`src/rtl/pe_config_loader_pkg.sv`:
```
// Shared types and constants for the PE configuration loader.
// Header word layout, loader FSM states and the PE instruction encodings.
package pe_cfg_pkg;

  typedef enum logic [1:0] {HDR, LOAD, DRAIN} cfg_state_e;

  typedef struct packed {
    logic       bcast;
    logic [6:0] rsvd_hi;
    logic [7:0] count;
    logic [7:0] first;
    logic [3:0] rsvd_lo;
    logic [3:0] instr;
  } cfg_hdr_t;

  // Bit positions of the header fields
  localparam int HDR_INSTR_LSB   = 0;
  localparam int HDR_RSVD_LO_LSB = 4;
  localparam int HDR_FIRST_LSB   = 8;
  localparam int HDR_COUNT_LSB   = 16;
  localparam int HDR_RSVD_HI_LSB = 24;
  localparam int HDR_BCAST_BIT   = 31;

  // PE instruction encodings (passed through untouched by the loader)
  localparam logic [3:0] FADD        = 4'b0000;
  localparam logic [3:0] FMUL        = 4'b0001;
  localparam logic [3:0] WEIGHT_ONLY = 4'b0010;
  localparam logic [3:0] FMA         = 4'b0011;
  localparam logic [3:0] SYS_FMA     = 4'b1010;

  // Split a raw packet word into header fields
  function automatic cfg_hdr_t hdr_decode(input logic [31:0] w);
    cfg_hdr_t h;
    h.instr   = w[HDR_INSTR_LSB   +: 4];
    h.rsvd_lo = w[HDR_RSVD_LO_LSB +: 4];
    h.first   = w[HDR_FIRST_LSB   +: 8];
    h.count   = w[HDR_COUNT_LSB   +: 8];
    h.rsvd_hi = w[HDR_RSVD_HI_LSB +: 7];
    h.bcast   = w[HDR_BCAST_BIT];
    return h;
  endfunction

endpackage

```
`src/rtl/pe_config_loader_if.sv`:
```
// Valid/ready configuration packet stream feeding the PE config loader.
interface pe_config_loader_if;
  logic        valid;
  logic        ready;
  logic [31:0] data;
  logic        last;

  modport master (output valid, output data, output last, input ready);
  modport slave  (input valid, input data, input last, output ready);
endinterface

```
`src/rtl/pe_load_decoder.sv`:
```
// Turns the current PE index (or a broadcast range) into a per-PE load mask.
module pe_load_decoder #(
  parameter int NUM_PE = 16,
  parameter int IDX_W  = 4
) (
  input  logic [IDX_W-1:0]  idx,
  input  logic [7:0]        first,
  input  logic [7:0]        count,
  input  logic              bcast,
  output logic [NUM_PE-1:0] mask
);

  logic [8:0] first_ext;
  logic [8:0] range_end;

  assign first_ext = {1'b0, first};
  assign range_end = {1'b0, first} + {1'b0, count};

  genvar gi;
  generate
    for (gi = 0; gi < NUM_PE; gi++) begin : g_pe
      localparam logic [8:0]       PE_POS = 9'(gi);
      localparam logic [IDX_W-1:0] PE_IDX = IDX_W'(gi);
      assign mask[gi] = bcast ? ((first_ext <= PE_POS) && (PE_POS < range_end))
                              : (idx == PE_IDX);
    end
  endgenerate

endmodule

```
`src/rtl/pe_config_loader.sv`:
```
// Switch-side PE programming engine: parses header + data packets and drives
// registered per-PE load strobes with a shared instruction/data bus.
// Optional build macro: PE_CFG_BROADCAST_EN (header bit31 loads a PE range
// with a single word); when undefined, bit31 set is a header error.
module pe_config_loader
  import pe_cfg_pkg::*;
#(
  parameter int NUM_PE = 16
) (
  input  logic               clk,
  input  logic               reset,
  pe_config_loader_if.slave  cfg,
  output logic [NUM_PE-1:0]  pe_load,
  output logic [3:0]         pe_instruction,
  output logic [31:0]        pe_data,
  output logic               busy,
  output logic               done,
  output logic               err,
  input  logic               err_clr
);

  localparam int IDX_W = (NUM_PE > 1) ? $clog2(NUM_PE) : 1;

  cfg_state_e        state_reg;
  logic [3:0]        instr_reg;
  logic [7:0]        first_reg;
  logic [7:0]        count_reg;
  logic [IDX_W-1:0]  idx_reg;
  logic [7:0]        remaining_reg;
  logic              bcast_reg;
  logic [NUM_PE-1:0] pe_load_reg;
  logic [3:0]        pe_instruction_reg;
  logic [31:0]       pe_data_reg;
  logic              done_reg;
  logic              err_reg;

  cfg_hdr_t          hdr;
  logic              xfer;
  logic              range_err;
  logic [NUM_PE-1:0] load_mask;
  logic              unused_hdr_bits;

  assign hdr             = hdr_decode(cfg.data);
  assign unused_hdr_bits = ^{hdr.rsvd_hi, hdr.rsvd_lo};
  assign cfg.ready       = ~reset;
  assign xfer            = cfg.valid & cfg.ready;
  // Nine-bit sum so first+count cannot wrap past the PE count
  assign range_err       = (({1'b0, hdr.first} + {1'b0, hdr.count}) > 9'(NUM_PE));

  pe_load_decoder #(.NUM_PE(NUM_PE), .IDX_W(IDX_W)) u_decoder (
    .idx   (idx_reg),
    .first (first_reg),
    .count (count_reg),
    .bcast (bcast_reg),
    .mask  (load_mask)
  );

  assign pe_load        = pe_load_reg;
  assign pe_instruction = pe_instruction_reg;
  assign pe_data        = pe_data_reg;
  assign busy           = (state_reg != HDR);
  assign done           = done_reg;
  assign err            = err_reg;

  // Packet FSM with registered strobes, done pulse and sticky error
  always_ff @(posedge clk) begin
    if (reset) begin
      state_reg          <= HDR;
      instr_reg          <= '0;
      first_reg          <= '0;
      count_reg          <= '0;
      idx_reg            <= '0;
      remaining_reg      <= '0;
      bcast_reg          <= 1'b0;
      pe_load_reg        <= '0;
      pe_instruction_reg <= '0;
      pe_data_reg        <= '0;
      done_reg           <= 1'b0;
      err_reg            <= 1'b0;
    end else begin
      pe_load_reg <= '0;
      done_reg    <= 1'b0;
      // Clear first; any error event later in this block overrides it
      if (err_clr) err_reg <= 1'b0;

      case (state_reg)
        HDR: begin
          if (xfer) begin
            instr_reg     <= hdr.instr;
            first_reg     <= hdr.first;
            count_reg     <= hdr.count;
            idx_reg       <= hdr.first[IDX_W-1:0];
            remaining_reg <= hdr.count;
            bcast_reg     <= 1'b0;
            if (hdr.bcast) begin
`ifdef PE_CFG_BROADCAST_EN
              if ((hdr.count == 8'd0) || range_err || cfg.last) begin
                err_reg   <= 1'b1;
                state_reg <= cfg.last ? HDR : DRAIN;
              end else begin
                bcast_reg     <= 1'b1;
                remaining_reg <= 8'd1;
                state_reg     <= LOAD;
              end
`else
              err_reg   <= 1'b1;
              state_reg <= cfg.last ? HDR : DRAIN;
`endif
            end else if ((hdr.count == 8'd0) && cfg.last) begin
              done_reg <= 1'b1;
            end else if (range_err || (hdr.count == 8'd0)) begin
              err_reg   <= 1'b1;
              state_reg <= cfg.last ? HDR : DRAIN;
            end else if (cfg.last) begin
              err_reg <= 1'b1;
            end else begin
              state_reg <= LOAD;
            end
          end
        end

        LOAD: begin
          if (xfer) begin
            pe_load_reg        <= load_mask;
            pe_data_reg        <= cfg.data;
            pe_instruction_reg <= instr_reg;
            idx_reg            <= idx_reg + IDX_W'(1);
            remaining_reg      <= remaining_reg - 8'd1;
            if (remaining_reg == 8'd1) begin
              if (cfg.last) begin
                done_reg  <= 1'b1;
                state_reg <= HDR;
              end else begin
                err_reg   <= 1'b1;
                state_reg <= DRAIN;
              end
            end else if (cfg.last) begin
              err_reg   <= 1'b1;
              state_reg <= HDR;
            end
          end
        end

        DRAIN: begin
          if (xfer && cfg.last) state_reg <= HDR;
        end

        default: state_reg <= HDR;
      endcase
    end
  end

endmodule

```
`src/flat_wrapper.sv`:
```
// flat-port wrapper written by rule: the top's interface ports become plain ports
module pe_config_loader_flat import pe_cfg_pkg::*;
#(
  parameter int NUM_PE = 16
)
  (clk, reset, pe_load, pe_instruction, pe_data, busy, done, err, err_clr, cfg_valid, cfg_data, cfg_last, cfg_ready);
  pe_config_loader_if cfg_i ();
  input  logic clk;
  input  logic reset;
  output logic [NUM_PE-1:0] pe_load;
  output logic [3:0] pe_instruction;
  output logic [31:0] pe_data;
  output logic busy;
  output logic done;
  output logic err;
  input  logic err_clr;
  input wire logic [$bits(cfg_i.valid)-1:0] cfg_valid;
  input wire logic [$bits(cfg_i.data)-1:0] cfg_data;
  input wire logic [$bits(cfg_i.last)-1:0] cfg_last;
  output wire logic [$bits(cfg_i.ready)-1:0] cfg_ready;
  assign cfg_i.valid = cfg_valid;
  assign cfg_i.data = cfg_data;
  assign cfg_i.last = cfg_last;
  assign cfg_ready = cfg_i.ready;
  pe_config_loader #(.NUM_PE(NUM_PE)) u_core (.clk(clk), .reset(reset), .cfg(cfg_i), .pe_load(pe_load), .pe_instruction(pe_instruction), .pe_data(pe_data), .busy(busy), .done(done), .err(err), .err_clr(err_clr));
endmodule
```
`config.mk`:
```
export PLATFORM = sky130hd
export DESIGN_NAME = pe_config_loader_flat
export DESIGN_NICKNAME = d
export VERILOG_FILES = /design/src/rtl/pe_config_loader_pkg.sv /design/src/rtl/pe_config_loader_if.sv /design/src/rtl/pe_load_decoder.sv /design/src/rtl/pe_config_loader.sv /design/src/flat_wrapper.sv
export SDC_FILE = /design/constraint.sdc
export NUM_CORES = 1
export LEC_CHECK = 0
export CAP_MARGIN = 20
export CORE_MARGIN = 5
export CORE_UTILIZATION = 50
export CTS_CLUSTER_DIAMETER = 120
export DETAILED_ROUTE_END_ITERATION = 6
export GPL_ROUTABILITY_DRIVEN = 0
export PLACE_DENSITY = 0.87
export SETUP_SLACK_MARGIN = 0.02
export SLEW_MARGIN = 10
export SYNTH_ARGS = -nofsm -noshare
export SYNTH_HDL_FRONTEND = slang
export SYNTH_SLANG_ARGS = --single-unit
```
`constraint.sdc`:
```
create_clock -name clk -period 3.6 [get_ports clk]
set_input_delay 0.72 -clock clk [delete_from_list [all_inputs] [get_ports clk]]
set_output_delay 0.72 -clock clk [all_outputs]
set_load 0.02 [all_outputs]
```
==> impl_metrics.env, run 1 <==
export IMPL_status="finished clean"
export IMPL_cell_internal_pwr_mw=1.22
export IMPL_ys_async_sr_fraction_pct=0
export IMPL_dp_hpwl_microns=6060
export IMPL_vias=3004
export IMPL_crit_family="adder cells"
export IMPL_finalWirelength_microns=8430
export IMPL_final_layout_size_suffix_gt1_share_pct=6.04
export IMPL_clk_path_buf_depth=2
export IMPL_worstPathRequired_ns=3.83
export IMPL_insertion_delay_ns=0.34
export IMPL_first_pass_iters=5
export IMPL_crit_buf_inv=1
export IMPL_place_area_sq_mm=0.00413
export IMPL_power_switching_mw=0.419
export IMPL_avgSynthCellArea_sq_um=8.13
export IMPL_r2r_start="u_core.state_reg[0]"
export IMPL_pwr_share_comb_pct=12.8
export IMPL_grt_pass1_vias=2941
export IMPL_clockPowerShare_pct=37.0
export IMPL_hold_class="flop to flop"
export IMPL_holdPathEnd="u_core.pe_data[16]"
export IMPL_worstPathCellList="clkdlybuf4s50_1 > ha_1 > fa_1 > xor2_1 > or3_1 > a32oi_1 > nand4_1 > a31o_1"
export IMPL_clkTransAtPathRegs_ns=0.07
export IMPL_finalCriticalPeriod_ns=2.86
export IMPL_num_io_pins=93
export IMPL_die_area_sq_mm=0.00802
export IMPL_setup_viol=0
export IMPL_startpoint_type="input pin"
export IMPL_ys_seq_area_share_pct=45.6
export IMPL_clkSinkCount=72
export IMPL_post_cts_buffers=0
export IMPL_drt_iter0_drc=242
export IMPL_ys_ff_latch=72
export IMPL_crit_fanout=4
export IMPL_relSlewSlack_pct=44.0
export IMPL_reg2reg_depth=5
export IMPL_avgRoutedWirePerCell_microns=15.1
export IMPL_grt_use_total_pct=22.5
export IMPL_nNetsFinal=528
export IMPL_std_cell_rows=29
export IMPL_cts_tree="done"
export IMPL_vias_per_cell=5.39
export IMPL_cpPeakStageDelay_ns=0.49
export IMPL_p_sw_share_pct=25.5
export IMPL_cap_violations=0
export IMPL_r2r_setup_slack_ns=1.17
export IMPL_cp_arrival_ns=3.09
export IMPL_cellPowerDensity_mw_per_mm2=380
export IMPL_fmax_ghz=0.350
export IMPL_utilization_pct=69.1
export IMPL_critical_path_class="input pin to flop"
export IMPL_stdcell_area_sq_mm=0.00432
export IMPL_grt_remaining_overflow=0
export IMPL_antenna_found_initial=0
export IMPL_diodes=0
export IMPL_io_buffers=92
export IMPL_fin_crit_sh_pct=79.5
export IMPL_rr_endpoint="u_core.pe_load[1]"
export IMPL_hold_depth=2
export IMPL_drc=0
export IMPL_grt_setup_unrepaired="no"
export IMPL_fin_worst_skew_ns=0.00704
export IMPL_cts_made_buffers=9
export IMPL_yosysWarnings=0
export IMPL_crit_path_end_kind="flop"
export IMPL_syn_instance_count=389
export IMPL_synth_edf_count=0
export IMPL_synth_flop_cell="dfxtp_1"
export IMPL_seq_power_share_pct=50.2
export IMPL_die_y_microns=89.6
export IMPL_ant_nets=0
export IMPL_initial_utilization_pct=50.7
export IMPL_crit_slowest_cell="clkdlybuf4s50_1"
export IMPL_cts_root_buf="clkbuf_8"
export IMPL_grt_max_degree=54
export IMPL_setup_tns_ns=0
export IMPL_syn_nets=441
export IMPL_core_area_sq_mm=0.00624
export IMPL_leakage_nw=1.57
export IMPL_die_x_microns=89.6
export IMPL_ir_drop_mv=0.232
export IMPL_ys_types=47
export IMPL_worst_pin_slew_ns=0.837
export IMPL_cts_max_level=3
export IMPL_syn_area_sq_mm=0.00316
export IMPL_area_delta_synth_final_pct=36.4
export IMPL_worstHoldStart="u_core.pe_data[16]"
export IMPL_hold_viol_final=0
export IMPL_grt_pass1_wl_microns=13900
export IMPL_cts_hold_buf=0
export IMPL_largest_reg_flops=32
export IMPL_drv_slew=0
export IMPL_cts_resized=0
export IMPL_n_fill_cell=498
## how the worst max path moves through the flow
stage | slack (ns) | start | depth (start not counted) | to
after floorplan | 1.07 | cfg_data[8] | 7 | u_core.err
after CTS | 0.76 | cfg_data[16] | 8 | u_core.err
after global routing | 0.62 | cfg_data[16] | 9 | u_core.err
after detailed placement | 0.41 | cfg_data[16] | 8 | u_core.err
after global placement | 0.49 | cfg_data[16] | 8 | u_core.err
final | 0.74 | cfg_data[16] | 8 | u_core.err
## tightest hold or removal path, cell delays in order (launching register included)
cell	delay, ns
dfxtp_1	0.31
nand2_1	0.06
o21ai_1	0.05
## cell families (layout without fill, tap and decap cells)
group	after synthesis	after routing	share of synthesized area (%)
simple gates	168	168	22.6
compound gates	94	94	18.7
flops	72	72	45.6
buf+inv	30	121	4.11
fa+ha+maj	15	15	6.17
xor+xnor	6	6	1.66
mux	4	4	1.27
## layout by cell type (no fill, tap or decap), types with 4 or more instances in the layout
cell type / count
a211oi_1: 4
a21oi_1: 14
buf_4: 5
clkbuf_8: 9
clkdlybuf4s50_1: 92
dfxtp_1: 72
ha_1: 14
inv_1: 8
mux2i_1: 4
nand2_1: 106
nand2b_1: 5
nand3_1: 5
nor2_1: 25
nor3_1: 8
o21ai_0: 42
o21ai_1: 8
xnor2_1: 5
## power by group through the flow
| stage | Clock, mW | Combinational (mW) | Sequential, mW |
|---|---|---|---|
| finish | 0.607 | 0.209 | 0.824 |
| global route | 0.655 | 0.230 | 0.826 |
| detailed placement | 0 | 0.205 | 0.842 |
| global placement | 0 | 0.200 | 0.842 |
| CTS | 0.620 | 0.208 | 0.823 |
| floorplan | 0 | 0.123 | 0.838 |
## metal layers
metal  up-vias  routed length (microns)  track usage, %  part of all wire [%]
li1       1495                        -               -                     -
met1      1352                     3640            28.3                    43
met2       142                     3880            36.6                    46
met3        15                      777            6.18                   9.2
met4         0                      134            8.39                   1.6
met5         -                        0               0                     0
## metrics by stage
| step | total power, mW | hold slack, ns | cells | setup WS, ns |
|---|---|---|---|---|
| 2_1_floorplan | 0.961 | 0.425 | 389 | 1.07 |
| 3_5_place_dp | 1.05 | 0.438 | 542 | 0.412 |
| 6_report | 1.64 | 0.452 | 557 | 0.739 |
| 4_1_cts | 1.65 | 0.454 | 557 | 0.762 |
| 3_3_place_gp | 1.04 | 0.436 | 542 | 0.486 |
| 5_1_grt | 1.71 | 0.481 | 557 | 0.623 |
## cells in the mapped netlist, types with 2 or more instances
master      n  share of area (%)
nand2_1   106                 13
dfxtp_1    72                 46
o21ai_0    42                6.6
nor2_1     26                3.1
a21oi_1    14                2.2
clkbuf_1   14                1.7
ha_1       14                5.5
inv_1       8               0.95
nor3_1      8                1.3
o21ai_1     8                1.3
nand2b_1    5               0.99
nand3_1     5               0.79
xnor2_1     5                1.4
a211oi_1    4               0.95
buf_4       4               0.95
mux2i_1     4                1.3
a21o_1      3               0.71
a22oi_1     3               0.71
and2_1      3               0.59
nor4_1      3               0.59
o21a_1      3               0.71
o221ai_1    3               0.83
or3_1       3               0.59
a211o_1     2               0.55
buf_2       2               0.32
nand4_1     2               0.40
o32ai_1     2               0.55
or2_2       2               0.40
## area by class of cell
class	count	area, sq um	area share, %
well taps	77	96.3	2.23
flip-flops and latches	72	1440	33.4
multi-input cells	287	1600	37.1
inverters	9	33.8	0.783
repair buffers	97	958	22.2
clock inverters	6	61.3	1.42
clock buffers	9	124	2.87
Power figures use the tool's default switching activity.
==> run 2: changes to the inputs <==
--- a/config.mk
+++ b/config.mk
@@ -7,11 +7,11 @@
 export LEC_CHECK = 0
 export CAP_MARGIN = 20
 export CORE_MARGIN = 5
-export CORE_UTILIZATION = 50
+export CORE_UTILIZATION = 43
 export CTS_CLUSTER_DIAMETER = 120
 export DETAILED_ROUTE_END_ITERATION = 6
 export GPL_ROUTABILITY_DRIVEN = 0
-export PLACE_DENSITY = 0.87
+export PLACE_DENSITY = 0.8
 export SETUP_SLACK_MARGIN = 0.02
 export SLEW_MARGIN = 10
 export SYNTH_ARGS = -nofsm -noshare
==> constraint.sdc (replaced) <==
create_clock -name clk -period 2.52 [get_ports clk]
set_input_delay 0.504 -clock clk [delete_from_list [all_inputs] [get_ports clk]]
set_output_delay 0.504 -clock clk [all_outputs]
set_load 0.02 [all_outputs]
==> impl_metrics.env, run 2 (synthesis results as in run 1) <==
export IMPL_clkTransAtPathRegs_ns=0.08
export IMPL_vias=3084
export IMPL_hold_class="flop to flop"
export IMPL_grt_max_degree=45
export IMPL_cts_hold_buf=0
export IMPL_std_cell_rows=31
export IMPL_cts_max_level=3
export IMPL_cts_tree="done"
export IMPL_grt_use_total_pct=19.5
export IMPL_io_buffers=92
export IMPL_grt_remaining_overflow=0
export IMPL_fin_worst_skew_ns=0.0104
export IMPL_cp_arrival_ns=2.61
export IMPL_first_pass_iters=4
export IMPL_relSlewSlack_pct=72.6
export IMPL_setup_viol=0
export IMPL_worstPathRequired_ns=2.77
export IMPL_status="finished clean"
export IMPL_drv_slew=0
export IMPL_hold_viol_final=0
export IMPL_cap_violations=0
export IMPL_leakage_nw=1.78
export IMPL_worst_pin_slew_ns=0.408
export IMPL_fin_crit_sh_pct=93.5
export IMPL_area_delta_synth_final_pct=47.7
export IMPL_cellPowerDensity_mw_per_mm2=571
export IMPL_avgRoutedWirePerCell_microns=14.1
export IMPL_fmax_ghz=0.425
export IMPL_finalCriticalPeriod_ns=2.36
export IMPL_layout_commonest_cell="nand2_1"
export IMPL_startpoint_type="input pin"
export IMPL_holdWs_ns=0.450
export IMPL_diodes=0
export IMPL_die_y_microns=95.8
export IMPL_crit_path_end_kind="flop"
export IMPL_utilization_pct=64.8
export IMPL_clk_path_buf_depth=2
export IMPL_core_area_sq_mm=0.00721
export IMPL_cts_root_buf="clkbuf_8"
export IMPL_ant_nets=0
export IMPL_die_x_microns=95.8
export IMPL_dp_hpwl_microns=6390
export IMPL_initial_utilization_pct=43.9
export IMPL_largest_reg_flops=32
export IMPL_antenna_found_initial=0
export IMPL_grt_setup_unrepaired="no"
export IMPL_insertion_delay_ns=0.35
export IMPL_ir_drop_mv=0.242
export IMPL_grt_pass1_vias=3035
export IMPL_clkSinkCount=72
export IMPL_drc=0
export IMPL_nNetsFinal=556
export IMPL_crit_fanout=3
export IMPL_vias_per_cell=5.07
export IMPL_layout_common_cells="nand2_1 (106), clkdlybuf4s50_1 (88), dfxtp_1 (72)"
export IMPL_final_layout_size_suffix_gt1_share_pct=12.4
export IMPL_die_area_sq_mm=0.00917
export IMPL_critical_path_class="input pin to flop"
export IMPL_cts_made_buffers=9
export IMPL_grt_pass1_wl_microns=14000
export IMPL_finalWirelength_microns=8590
export IMPL_num_io_pins=93
export IMPL_drt_iter0_drc=175
## run 2: repair_timing
action | in CTS | in global routing
pin swaps | 4 | 10
gates resized for setup | 3 | 6
hold endpoints to repair | 0 | 0
endpoints found under the setup margin | 1 | 2
buffers inserted | 1 | 0
## run 2: final cells by class
type | instances | area [sq um]
Clock inverter | 6 | 115
Timing Repair Buffer | 125 | 1200
Clock buffer | 10 | 138
Inverter | 9 | 33.8
Fill cell | 619 | 2540
Multi-Input combinational cell | 287 | 1620
Sequential cell | 72 | 1440
Tap cell | 99 | 124
## run 2: layer usage
metal  share of wire [%]  vias up  global-route usage [%]
li1                    -     1556                       -
met5                   0        -                       0
met2                  48      101                    32.8
met1                  43     1406                    23.5
met4                 2.5        0                    8.77
met3                 6.6       21                    4.77
## run 2: worst max-delay path, cell delays in order
cell and delay, ns:
clkdlybuf4s50_1 0.54, ha_1 0.28, a21o_1 0.18, a221oi_2 0.30, o211ai_2 0.15, a2111oi_4 0.27, nand4_1 0.15, a31o_1 0.23
## run 2: path summary, 6_finish.rpt
path | startpoint | to | slack, ns | depth (start not counted)
worst max-delay path | cfg_data[21] | u_core.err | 0.16 | 8
worst min-delay path | u_core.pe_data[17] | u_core.pe_data[17] | 0.45 | 2
worst max register to register | u_core.state_reg[1] | u_core.pe_load[2] | 0.75 | 6
worst min register to register | u_core.pe_data[17] | u_core.pe_data[17] | 0.45 | 2
## run 2: report_power, final
part / leakage, nW / internal (mW) / switching [mW]
registers: 0.583 / 1.16 / 0.0210
logic: 1.07 / 0.177 / 0.169
clock network: 0.123 / 0.690 / 0.453
total: 1.78 / 2.02 / 0.643
## run 2: through the flow
stage                     setup TNS [ns]  instances  worst slack, ns  area [sq um]  power [mW]
final                                  0        608            0.165          4670        2.67
after global placement            -0.876        591           -0.355          4390        1.52
after detailed placement           -1.07        591           -0.430          4390        1.54
after floorplan                        0        389            0.211          3160        1.37
after global routing                   0        608            0.103          4670        2.77
after CTS                              0        608           0.0205          4660        2.68
==> run 3: changes to the inputs <==
--- a/config.mk
+++ b/config.mk
@@ -7,11 +7,11 @@
 export LEC_CHECK = 0
 export CAP_MARGIN = 20
 export CORE_MARGIN = 5
-export CORE_UTILIZATION = 43
+export CORE_UTILIZATION = 47
 export CTS_CLUSTER_DIAMETER = 120
 export DETAILED_ROUTE_END_ITERATION = 6
 export GPL_ROUTABILITY_DRIVEN = 0
-export PLACE_DENSITY = 0.8
+export PLACE_DENSITY = 0.83
 export SETUP_SLACK_MARGIN = 0.02
 export SLEW_MARGIN = 10
 export SYNTH_ARGS = -nofsm -noshare
==> constraint.sdc (replaced) <==
create_clock -name clk -period 2.19 [get_ports clk]
set_input_delay 0.438 -clock clk [delete_from_list [all_inputs] [get_ports clk]]
set_output_delay 0.438 -clock clk [all_outputs]
set_load 0.02 [all_outputs]
==> impl_metrics.env, run 3 (synthesis results as in run 1) <==
export IMPL_status="finished, violations left"
export IMPL_failed_checks="negative setup slack"
export IMPL_drc=0
export IMPL_layout_common_cells="nand2_1 (106), clkdlybuf4s50_1 (76), dfxtp_1 (72)"
export IMPL_vias=3145
export IMPL_cellPowerDensity_mw_per_mm2=613
export IMPL_crit_fanout=4
export IMPL_utilization_pct=71.2
export IMPL_rr_endpoint="u_core.err"
export IMPL_p_sw_share_pct=24.8
export IMPL_die_y_microns=92.1
export IMPL_hold_class="input pin to flop"
export IMPL_r2r_setup_slack_ns=0.57
export IMPL_nNetsFinal=564
export IMPL_cp_num_cells=8
export IMPL_avgRoutedWirePerCell_microns=15.2
export IMPL_largest_reg_flops=32
export IMPL_dp_hpwl_microns=6400
export IMPL_crit_family="compound AO/OA/AOI/OAI gates"
export IMPL_die_area_sq_mm=0.00847
export IMPL_io_buffers=92
export IMPL_final_layout_size_suffix_gt1_share_pct=15.7
export IMPL_grt_remaining_overflow=0
export IMPL_relSlewSlack_pct=74.2
export IMPL_layout_commonest_cell="nand2_1"
export IMPL_critical_path_class="input pin to flop"
export IMPL_cts_made_buffers=9
export IMPL_insertion_delay_ns=0.35
export IMPL_reg2reg_depth=5
export IMPL_finalCriticalPeriod_ns=2.21
export IMPL_cts_max_level=3
export IMPL_finalWirelength_microns=9080
export IMPL_crit_slowest_cell="clkdlybuf4s50_1"
export IMPL_pwr_share_comb_pct=14.6
export IMPL_vias_per_cell=5.27
export IMPL_cpPeakStageDelay_ns=0.57
export IMPL_antenna_found_initial=0
export IMPL_fin_worst_skew_ns=0.00516
export IMPL_first_pass_iters=4
export IMPL_cts_tree="done"
export IMPL_n_fill_cell=501
export IMPL_grt_max_degree=36
export IMPL_fmax_ghz=0.453
export IMPL_diodes=0
export IMPL_cts_root_buf="clkbuf_8"
export IMPL_num_io_pins=93
export IMPL_worstPathCellList="clkdlybuf4s50_1 > ha_4 > a211o_1 > o211ai_1 > mux2i_1 > a32oi_2 > nand4_1 > a31o_1"
export IMPL_seq_power_share_pct=46.4
export IMPL_area_delta_synth_final_pct=50.3
export IMPL_post_cts_buffers=0
export IMPL_grt_pass1_vias=3166
export IMPL_std_cell_rows=30
export IMPL_setup_slack_ns=-0.0166
export IMPL_cp_arrival_ns=2.45
export IMPL_cell_internal_pwr_mw=2.19
export IMPL_cp_endpoint="u_core.err"
export IMPL_drv_slew=0
export IMPL_cap_violations=0
export IMPL_drt_iter0_drc=162
export IMPL_clkTransAtPathRegs_ns=0.08
export IMPL_worstPathRequired_ns=2.44
export IMPL_startpoint_type="input pin"
export IMPL_hold_viol_final=0
export IMPL_crit_buf_inv=1
export IMPL_fin_crit_sh_pct=101
export IMPL_finalPower_mw=2.91
export IMPL_setup_viol=1
export IMPL_place_area_sq_mm=0.00444
export IMPL_die_x_microns=92.1
export IMPL_startpoint="cfg_data[18]"
export IMPL_stdcell_area_sq_mm=0.00475
export IMPL_ant_nets=0
export IMPL_clk_path_buf_depth=2
export IMPL_ir_drop_mv=0.359
export IMPL_clockPowerShare_pct=38.9
export IMPL_grt_use_total_pct=21.0
export IMPL_grt_pass1_wl_microns=14300
export IMPL_worst_pin_slew_ns=0.384
export IMPL_clkSinkCount=72
export IMPL_core_area_sq_mm=0.00668
export IMPL_cts_hold_buf=0
export IMPL_crit_path_end_kind="flop"
export IMPL_leakage_nw=1.87
export IMPL_power_switching_mw=0.723
export IMPL_initial_utilization_pct=47.4
export IMPL_r2r_start="u_core.remaining_reg[3]"
## run 3: timing repair
item | 4_1_cts | 5_1_grt
pin swaps | 5 | 16
resized for setup | 6 | 29
setup endpoints to repair | 3 | 4
endpoints found under the hold margin | 0 | 0
## run 3: worst min path at each step
| stage | from | endpoint | slack (ns) | cells past startpoint |
|---|---|---|---|---|
| final | cfg_data[12] | u_core.pe_data[12] | 0.37 | 3 |
| after global placement | u_core.pe_data[16] | u_core.pe_data[16] | 0.44 | 2 |
| after global routing | cfg_data[12] | u_core.pe_data[12] | 0.37 | 3 |
| after floorplan | u_core.instr_reg[0] | u_core.pe_instruction[0] | 0.42 | 2 |
| after detailed placement | u_core.pe_data[17] | u_core.pe_data[17] | 0.44 | 2 |
| after CTS | u_core.pe_data[17] | u_core.pe_data[17] | 0.45 | 2 |
## run 3: worst register-to-register path, delay by kind of cell, from the launching register on
kind	cells	cell delay, ns
flops	1	0.37
simple gates	2	0.72
compound gates	2	0.40
xor+xnor	1	0.08
## run 3: through the flow
stage	setup TNS [ns]	worst slack (ns)	hold WS, ns	std cells
after global routing	-0.0952	-0.0655	0.374	597
after CTS	0	0.0217	0.453	597
after floorplan	0	0.0222	0.425	389
after detailed placement	-1.73	-0.623	0.442	581
after global placement	-1.56	-0.571	0.437	581
final	-0.0166	-0.0166	0.365	597
## run 3: area by class of cell
| type | instances | area [sq um] | area share, % |
|---|---|---|---|
| Clock inverter | 5 | 81.3 | 1.71 |
| Multi-Input combinational cell | 287 | 1710 | 35.9 |
| Sequential cell | 72 | 1440 | 30.3 |
| Tap cell | 80 | 100 | 2.11 |
| Clock buffer | 11 | 131 | 2.76 |
| Inverter | 9 | 33.8 | 0.711 |
| Timing Repair Buffer | 133 | 1260 | 26.5 |
## run 3: layer usage
metal | vias up | global-route usage (%) | wire (microns)
li1 | 1570 | - | -
met1 | 1443 | 23.8 | 3810
met2 | 112 | 36.9 | 4430
met3 | 20 | 5.50 | 620
met4 | 0 | 9.03 | 216
met5 | - | 0 | 0
## run 3: power groups by stage
| stage | clock network [mW] | registers (mW) | logic [mW] |
|---|---|---|---|
| 2_1_floorplan | 0 | 1.38 | 0.208 |
| 3_3_place_gp | 0 | 1.38 | 0.385 |
| 3_5_place_dp | 0 | 1.38 | 0.395 |
| 4_1_cts | 1.17 | 1.35 | 0.401 |
| 5_1_grt | 1.24 | 1.36 | 0.463 |
| 6_report | 1.13 | 1.35 | 0.426 |
==> variant: new RTL, settings of run 1 <==
Encoding of `cfg_state_e`: now one-hot (3 bits for 3 states).
--- a/src/rtl/pe_config_loader_pkg.sv
+++ b/src/rtl/pe_config_loader_pkg.sv
@@ -4,3 +4,3 @@
 
-  typedef enum logic [1:0] {HDR, LOAD, DRAIN} cfg_state_e;
+  typedef enum logic [2:0] {HDR = 3'b001, LOAD = 3'b010, DRAIN = 3'b100} cfg_state_e;
 
Behaviour: no difference found for any inputs over 4 cycles, from zero or initial values and one cycle with reset high; so few cycles prove little.
==> variant against run 1 <==
- wire length increased by 6.4%
- fmax decreased by 2.9%
- synthesized area increased by 6.6%
- final area increased by 4.5%
- final cell count increased by 5.9%
- worst hold slack improved by 2.4 ps
- clock skew increased by 5.1 ps
- worst setup slack got worse by 86 ps
- global-route usage decreased by 1.2 points
- sequential cell count increased by 1
- non-clock buffer count unchanged
- highest routed layer unchanged
Power is not compared: it rests on default switching activity, and its combinational part moved more than twofold at a synthesized area within 25%.
==> variant: results (changes against run 1) <==
Status: finished, final reports clean (unchanged)
ClkCell Share: 3.83% (was 4.29%)
HP Start: u_core.pe_data[16] (unchanged)
PortBufs: 92 (unchanged)
Worst reg-to-reg path cell count: 4 (was 5)
Fillcell total: 547 (was 498)
Final HPWL DP: 6460 um (was 6060 um)
Non-Clock Buffer Count: 97 (unchanged)
Reg2reg start: u_core.state_reg[1] (was u_core.state_reg[0])
Hold Path End: u_core.pe_data[16] (unchanged)
Flop and latch count out of synthesis: 73 (was 72)
Share of cells above drive strength 1: 4.90% (was 6.04%)
Inst Count DP: 574 (was 542)
Vias per std cell: 5.61 (was 5.39)
WP data arrival: 2230 ps (was 3090 ps)
Area of placed instances: 4340 um2 (was 4130 um2)
Sequential cell area: 1460 um2 (was 1440 um2)
Top delay family on crit path: buffers and inverters (was adder cells)
Register area share after synthesis: 43.3% (was 45.6%)
P_leak: 0.00167 uW
Worst reg2reg path endpoint: u_core.pe_data[1] (was u_core.pe_load[1])
DR pass1 iterations: 6 (was 5)
Number of global-route vias before repair: 3,047 (was 2,941)
CP peak stage delay: 770 ps (was 490 ps)
Clk slew on worst S/H paths: 70 ps (about the same)
Worst rel slew slack: 48.6% (was 44.0%)
WHS: 455 ps (was 452 ps)
Drt initial violations: 271 (was 242)
NumNets Final: 557 (was 528)
Total track usage: 21.3% (was 22.5%)
FFs w/ async S/R, synth: 0% (unchanged)
Clk_skew: 12.1 ps (was 7.04 ps)
R2r setup slk: 1370 ps (was 1170 ps)
Pre-CTS setup slack: 611 ps (was 412 ps)
Mapped Nets: 472 (was 441)
Cts repair resizes: 0 (unchanged)
Max FFs per register: 32 (unchanged)
Post-synth cell types: 55 (was 47)
Yosys warnings: 0 (unchanged)
Largest cells by area after synthesis: dfxtp_1 (43%), nand2_1 (11%), o21ai_0 (6.8%) (was dfxtp_1 (46%), nand2_1 (13%), o21ai_0 (6.6%))
Largest net degree at the start of global routing: 53 (was 54)
Fraction of area in multi-input gates: 39.0% (was 37.1%)
Post-synth top cells: nand2_1 (100), dfxtp_1 (73), o21ai_0 (46) (was nand2_1 (106), dfxtp_1 (72), o21ai_0 (42))
Horiz. Die Dim: 92.1 um (was 89.6 um)
Root buf cell: clkbuf_8 (unchanged)
Inverter count: 12 (was 9)
Non-clock buffer share of cell area: 21.5% (was 22.2%)
Syn Inst Count: 420 (was 389)
Antenna cell count: 0 (unchanged)
CP Launch Point: reset (was cfg_data[16])
WHS Path Cells: 2 (unchanged)
WL/cell: 15.2 um (was 15.1 um)
Final worst slack: 653 ps (was 739 ps)
First-pass GRT wire length: 14,700 um (was 13,900 um)
Clkbuf count: 12 (was 9)
CP max FO: 10 (was 4)
Comb_multi_in: 312 (was 287)
Post-layout util: 67.5% (was 69.1%)
Post-Layout Cell Count: 590 (was 557)
Crit path to: cfg_ready (was u_core.err)
## variant: changes by cell type after synthesis, sizes merged, moves of 3 or more
cell / change
nand2: -6
nor3b: +6
o21ai: +5
a31oi: +4
a21o: +3
a21oi: +3
nor2: +3
nor3: +3
o21a: -3
o221ai: -3
or4: +3
## variant: kinds of logic (layout without fill, tap and decap cells)
kind of cell	after synthesis	in the layout	share of synthesized area (%)
xor gates and xnor gates	5	5	1.30
adders and majority gates	15	15	5.79
DFF	73	73	43.3
and+or+nand+nor	181	181	25.1
buffers and inverters	35	125	4.64
muxes	3	3	0.890
AOI/OAI and AO/OA	108	108	19.0
## variant: worst min-delay path, cell delays in order, from the launching register on
cell and delay, ps:
dfxtp_1 310, nand2_1 50, o21ai_1 50
## variant: per-layer routing
metal / routed length, um / GRT usage, % / vias up
li1: - / - / 1623
met1: 3740 / 27.0 / 1480
met2: 4310 / 35.3 / 177
met3: 748 / 4.27 / 31
met4: 167 / 8.54 / 0
met5: 0 / 0 / -
